### config.mk
export PLATFORM = sky130hd
export DESIGN_NAME = i2s_tx_sample_fifo
export DESIGN_NICKNAME = d
export VERILOG_FILES = /design/src/rtl/i2s_tx_sample_fifo.sv
export SDC_FILE = /design/constraint.sdc
export NUM_CORES = 1
export LEC_CHECK = 0
export ABC_AREA = 1
export CORE_ASPECT_RATIO = 0.8
export CORE_UTILIZATION = 60
export CTS_CLUSTER_DIAMETER = 40
export DETAILED_ROUTE_END_ITERATION = 8
export DONT_BUFFER_PORTS = 1
export PLACE_DENSITY = 0.72
export SYNTH_ARGS = -nofsm -noshare
export SYNTH_HDL_FRONTEND = slang
export SYNTH_SLANG_ARGS = --single-unit
export TNS_END_PERCENT = 10
### constraint.sdc
create_clock -name clk_audio -period 15.9 [get_ports clk_audio]
set_input_delay 2.385 -clock clk_audio [delete_from_list [all_inputs] [get_ports clk_audio]]
set_output_delay 2.385 -clock clk_audio [all_outputs]
set_load 0.01 [all_outputs]
### src/rtl/i2s_tx_sample_fifo.sv
// Stereo sample FIFO feeding the I2S transmit path: primes, plays one pair per
// frame tick, mutes and counts on underrun.
module i2s_tx_sample_fifo #(
   parameter int unsigned DATA_W  = 24,
   parameter int unsigned DEPTH   = 16,
   parameter int unsigned PREFILL = 4
) (
   input  logic                       clk_audio,
   input  logic                       reset_n,
   input  logic                       s_valid,
   output logic                       s_ready,
   input  logic [DATA_W-1:0]          s_l_data,
   input  logic [DATA_W-1:0]          s_r_data,
   input  logic                       sample_tick,
   input  logic                       flush,
   output logic [DATA_W-1:0]          l_data_tx,
   output logic [DATA_W-1:0]          r_data_tx,
   output logic                       playing,
   output logic [$clog2(DEPTH):0]     fill_level,
   output logic [15:0]                underrun_cnt
);

   localparam int unsigned AW = $clog2(DEPTH);
   localparam int unsigned CW = AW + 1;
   localparam int unsigned PW = 2 * DATA_W;

   localparam logic [0:0] ST_PRIME = 1'b0;
   localparam logic [0:0] ST_RUN   = 1'b1;

   logic [0:0]    state;
   logic [0:0]    state_nxt;
   logic [AW-1:0] wr_ptr;
   logic [AW-1:0] rd_ptr;
   logic [PW-1:0] mem [DEPTH];
   logic [PW-1:0] rd_pair;
   logic          push;
   logic          pop;
   logic          underrun;
   logic          empty;

   assign empty   = (fill_level == '0);
   assign s_ready = (fill_level != CW'(DEPTH));
   assign push    = s_valid && s_ready && !flush;
   assign rd_pair = mem[rd_ptr];
   assign playing = (state == ST_RUN);

   always_ff @(posedge clk_audio or negedge reset_n) begin
      if (!reset_n) state <= ST_PRIME;
      else          state <= state_nxt;
   end

   // Tick handling: the empty check uses the pre-push occupancy.
   always_comb begin
      state_nxt = state;
      pop       = 1'b0;
      underrun  = 1'b0;
      if (flush) begin
         state_nxt = ST_PRIME;
      end else if (sample_tick) begin
         case (state)
            ST_PRIME: begin
               if (fill_level >= CW'(PREFILL)) begin
                  pop       = 1'b1;
                  state_nxt = ST_RUN;
               end
            end
            ST_RUN: begin
               if (empty) begin
                  underrun  = 1'b1;
                  state_nxt = ST_PRIME;
               end else begin
                  pop = 1'b1;
               end
            end
            default: state_nxt = ST_PRIME;
         endcase
      end
   end

   // Sample storage carries no reset; contents are qualified by fill_level.
   always_ff @(posedge clk_audio) begin
      if (push) mem[wr_ptr] <= {s_l_data, s_r_data};
   end

   always_ff @(posedge clk_audio or negedge reset_n) begin
      if (!reset_n) begin
         wr_ptr       <= '0;
         rd_ptr       <= '0;
         fill_level   <= '0;
         l_data_tx    <= '0;
         r_data_tx    <= '0;
         underrun_cnt <= '0;
      end else if (flush) begin
         wr_ptr     <= '0;
         rd_ptr     <= '0;
         fill_level <= '0;
         l_data_tx  <= '0;
         r_data_tx  <= '0;
      end else begin
         if (push) wr_ptr <= wr_ptr + AW'(1);
         if (pop)  rd_ptr <= rd_ptr + AW'(1);
         fill_level <= fill_level + CW'(push) - CW'(pop);
         if (pop) begin
            l_data_tx <= rd_pair[PW-1:DATA_W];
            r_data_tx <= rd_pair[DATA_W-1:0];
         end else if (underrun) begin
            l_data_tx <= '0;
            r_data_tx <= '0;
         end
         if (underrun && (underrun_cnt != 16'hFFFF))
            underrun_cnt <= underrun_cnt + 16'd1;
      end
   end

endmodule
; After elaboration in Yosys (flattened, before gate mapping)
; Memory sizes are Yosys's and may differ from the RTL's.
; Index checks and enable logic that the tools add are counted.
[totals]
regBits = 78
mem_bits_ro = 0
ram_bits = 768
out_inout_bits = 71
mem_count = 1
elab_cells = 51
latchBits = 0
in_bits = 53
[memory_table]
columns = name, words, width, read_ports, rd_ports_with_merged_regs, write_ports, line_no
row1 = mem, 16, 48, 1, 0, 1, 34  ; logic [PW-1:0] mem [DEPTH];
[op_classes]
n_reduce_logical = 10
bitwise_logic = 2
eq_ne = 2
order_cmp = 1
div_mod_pow = 0
mul = 0
mux = 23
shift = 0
n_addsub = 5
[op_table]
columns = operator, count
row1 = $mux 24, 5
row2 = $add 16x1->16 const B, 1
row3 = $mux 4, 4
row4 = $ne 16x16->1 const B, 1
row5 = $mux 1, 12
row6 = $add 4x1->4 const B, 2
row7 = $reduce_bool 2->1, 3
row8 = $add 5x1->5, 1
row9 = $ge 5x3->1 const B, 1
row10 = $logic_not 5->1, 1
row11 = $mux 5, 1
row12 = $ne 5x5->1 const B, 1
row13 = $sub 5x1->5, 1
row14 = $logic_and 1x1->1, 3
row15 = $reduce_bool 3->1, 1
row16 = $not 1->1, 2
row17 = $pmux 1 s2, 1
row18 = $reduce_and 2->1, 1
row19 = $logic_not 1->1, 1

; Longest topological paths before layout
[logic_depth]
ltp_word = 8
depth_mapped = 19
ltp_nobuf = 19

; Least setup slack after synthesis
; No wires, ideal clock.
[synth_timing]
path_kind = input-to-reg
start = input flush
end = memory mem[10][0] (netlist name), enable pin
arrival_ps = 6313
required_time_ps = 15387
setup_time_ps = 513
slack_ps = 9074
n_path_buf = 1
cell_stages = 4
path_cell_list = clkbuf_1 > nor2_1 > clkinv_1 > nor3_1
[synth_via]
elab_chain_cells = 4
[synth_lines]
columns = element, line_no
row1 = start: declaration, 15  ; input logic flush,
row2 = $logic_not 1->1, 43  ; assign push = s_valid && s_ready && !flush;
row3 = $logic_and 1x1->1, 43
row4 = $mux 1, 82  ; if (push) mem[wr_ptr] <= {s_l_data, s_r_data};
row5 = $mux 1 (implied by the code), 82
row6 = end: declaration, 34
; No other way between the ends.

; Worst setup path after layout
[layout_timing]
start = input s_valid
end = memory mem[5][21] (netlist name), enable pin
[layout_via]
elab_chain_cells = 4
[layout_lines]
columns = element, line_no
row1 = start: declaration, 10  ; input logic s_valid,
row2 = $logic_and 1x1->1 (2 in a row), 43
row3 = $mux 1, 82
row4 = $mux 1 (implied by the code), 82
; No other way between the ends.

==> key figures <==
Synthesis
  – Flops & latches, synth: 846
  – Synthesized instance count: 3226
  – Average size of a mapped cell: 10.9 um^2
  – Synth Net Count: approximately 3300
  – Mux contribution to synthesized area: 0
  – Main combinational cell family by area after synthesis: simple AND/OR/NAND/NOR gates
  – Mapped cell area: 35200 um^2
  – Post-Synth Adder-Cell Area: 0.00519
  – Synth Area in Simple Gates: 0.224
  – Warnings, synthesis: 0
  – Synth Area in XOR/XNOR: 0.00349
  – Distinct cells, synth: 28
  – Synth Area in Compound Gates: 0.00288
  – Sequential-to-total area share from yosys stat: 0.711

Die
  – Ports: 124
  – Core ar.: 57300 um^2
  – Initial Util: 0.614
  – Num rows: 78
  – Die W: 273 um
  – Die area: 59600 um^2
  – Die Height: approximately 220 um

Timing
  – Max Slew Vio Count: 0
  – Worst Skew: 0.0255 ns
  – RSZ-0062 raised after global routing: false
  – Crit path time final: 4.54 ns
  – Final Hold Fails: 0
  – Setup TNS: 0 ns
  – Crit share post-route: 0.286
  – Least-Margin Pin Slew: 1.24 ns
  – Max-slew headroom: 0.174
  – # setup viols final: 0
  – Max Freq: between 0.2 and 0.25 GHz
  – Min Hold Slack: 0.606 ns

Clock tree
  – Hold Buf Count CTS: 0
  – Clock slew seen by the registers of the worst setup and hold paths: 0.06 ns
  – Clock root cell: clkbuf_16
  – Worst skew pair latency: 0.66 ns
  – Cts repair resizes: 0
  – H-Tree Depth: 3
  – CTS buffer count: 96
  – Setup bufs post-CTS: 0
  – TritonCTS clock tree: built
  – Num Clock Sinks: 846
  – CTS max path bufs: 3

Place
  – # port buffers: 0
  – HPWL Detailed: 41.8 mm
  – GPL Wtd Cong: 0.805
  – Dpl cell area: 35700 um^2
  – Placed Cells: approximately 3900

Global route
  – Pin count of the biggest net entering global routing: between 200 and 250
  – Total grt overflow: 0
  – Vias in the first global route: 22495
  – Number of antenna violations at the first check in global routing: 0
  – First-pass GRT wire length: 131 mm
  – Gr usage total: 0.293

Setup path
  – Worst path arrival time: 4.81 ns
  – R2r setup slk: 12.04 ns
  – CP Capture Type: flop
  – Crit path required time: between 15 and 20 ns
  – CP max stage cell: nor3_2
  – CP Cell Sequence: nand2_1, nor2_1, clkinv_1, nor3_2, buf_4
  – CP Launch Type: input pin
  – Slowest cell delay on critical path: 0.85 ns
  – CP Class: input pin to flop
  – CP startpoint: s_valid
  – Critical R2R Launch: fill_level[2]$_DFF_PN0_
  – Crit-path max FO: 38

Routing
  – Number of remaining DRC errors: 0
  – Routed vias: between 20000 and 25000
  – Antenna-violating nets left: 0
  – Vias per inst: 5.77
  – 1st-pass router iterations: 6
  – Starting DRT DRC Count: 2746
  – Total length of routed wires: between 80 and 90 mm
  – Drt wl/cell: roughly 21 um

Layout
  – Post-layout net count: 3259
  – Synthesis-to-layout area growth: 10.9%
  – Finished Layout Cells: 4035
  – Antenna cells: 0
  – Fillers: 4029
  – Final Cell Area: 39000 um^2
  – Fraction of layout cells with a size suffix above 1: 0.0708

Power
  – Max IR drop VDD: between 0.00015 and 0.0002 V
  – Gate power share: 0.156
  – Clock Power Share: 0.390
  – Cell Int Power: 4.11 mW
  – Switch share: 0.292
  – Pwr dens: 149 nW/um^2
  – Sequential power share: 0.454
  – Final Power: between 5 and 6 mW
  – Leakage: 15.4 nW
  – Psw: 1.69 mW

Worst hold path
  – HP Class: flop to flop
  – Hold_sp: l_data_tx[20]$_DFFE_PN0P_

Job
  – Number of max-cap violations: 0

Run status
  – Run status: complete, no violations
-- cell families after synthesis --
kind of cell | after synthesis
AOI/OAI and AO/OA | 20
xor gates and xnor gates | 14
adders and majority gates | 14
DFF | 846
and+or+nand+nor | 1885
buffers and inverters | 447
-- synth_stat cells --
master      n  area (um^2)
ha_1       13          163
nand2_2     2         12.5
inv_1     272         1020
nand3b_1    2         15.0
dfrtp_1    78         1950
nand3_1   443         2220
nor2_1    321         1200
nand4_1    52          325
a21oi_1     4         20.0
buf_1       5         18.8
xnor2_1    10         87.6
fa_1        1         20.0
buf_4      17          128
nor2b_1     1         6.26
nand3_2     1         10.0
clkbuf_1   54          203
nor3_2      1         10.0
clkinv_1    1         3.75
nor2_2      1         6.26
nor3_1     63          315
xor2_1      4         35.0
a31oi_1     1         6.26
inv_2       4         15.0
nand2_1   998         3750
edfxtp_1  768        23100
o21ai_0    15         75.1
buf_2      90          450
buf_6       4         45.0
-- sequential cells by signal (all words and copies together) (netlist names) --
signal	count
mem	768
rd_ptr	4
l_data_tx	24
r_data_tx	24
playing	1
fill_level	5
underrun_cnt	16
wr_ptr	4
-- per-stage QoR --
stage | utilization | setup WS [ns]
after global placement | 0.623 | 10.78
after detailed placement | 0.623 | 10.75
after CTS | 0.681 | 11.44
final | 0.681 | 11.36
after floorplan | - | 9.07
after global routing | 0.681 | 11.21
-- power by group through the flow --
stage	Clock [mW]	Combinational, mW	Sequential (mW)
global placement	0	0.864	2.68
CTS	2.29	0.901	2.63
detailed placement	0	0.894	2.68
floorplan	0	0.704	2.62
global route	2.38	1.01	2.64
finish	2.26	0.906	2.63
-- per-layer routing --
metal / wire length, um / up-vias / global-route usage
met3: 8420 / 162 / 0.0596
li1: - / 10736 / -
met2: 40100 / 1085 / 0.464
met5: 0 / - / 0
met1: 34800 / 11299 / 0.412
met4: 2220 / 0 / 0.0880
-- worst paths after layout --
check	end	cells after the start
max in group asynchronous	r_data_tx[14]$_DFFE_PN0P_	0
worst max register to register	mem[5][21]$_DFFE_PP_	10
min in group asynchronous	l_data_tx[9]$_DFFE_PN0P_	0
worst max-delay path	mem[5][21]$_DFFE_PP_	5
worst min register to register	l_data_tx[20]$_DFFE_PN0P_	2
worst min-delay path	l_data_tx[20]$_DFFE_PN0P_	2
-- area by class of cell --
type,count,area [um^2],area share
clock buffer,112,2520,0.0647
clock inverter,69,783,0.0201
inverter,277,1050,0.0269
multi-input combinational,1933,8380,0.215
sequential,846,25000,0.642
tap,760,951,0.0244
timing repair buffer,38,298,0.00763
-- critical path: cells and delay by family --
kind | cells | cell delay [ns]
buffers and inverters | 2 | 1.16
and+or+nand+nor | 3 | 1.22
-- layout by cell type, fill, tap and decap left out, drive strengths merged, types with 13 or more instances in the layout --
cell	count
edfxtp	768
nor3	64
nor2	322
ha	13
o21ai	15
inv	292
dfrtp	78
clkinv	34
nand4	52
nand2	1000
clkbuf	112
nand3	444
buf	38
Power figures use the tool's default switching activity.
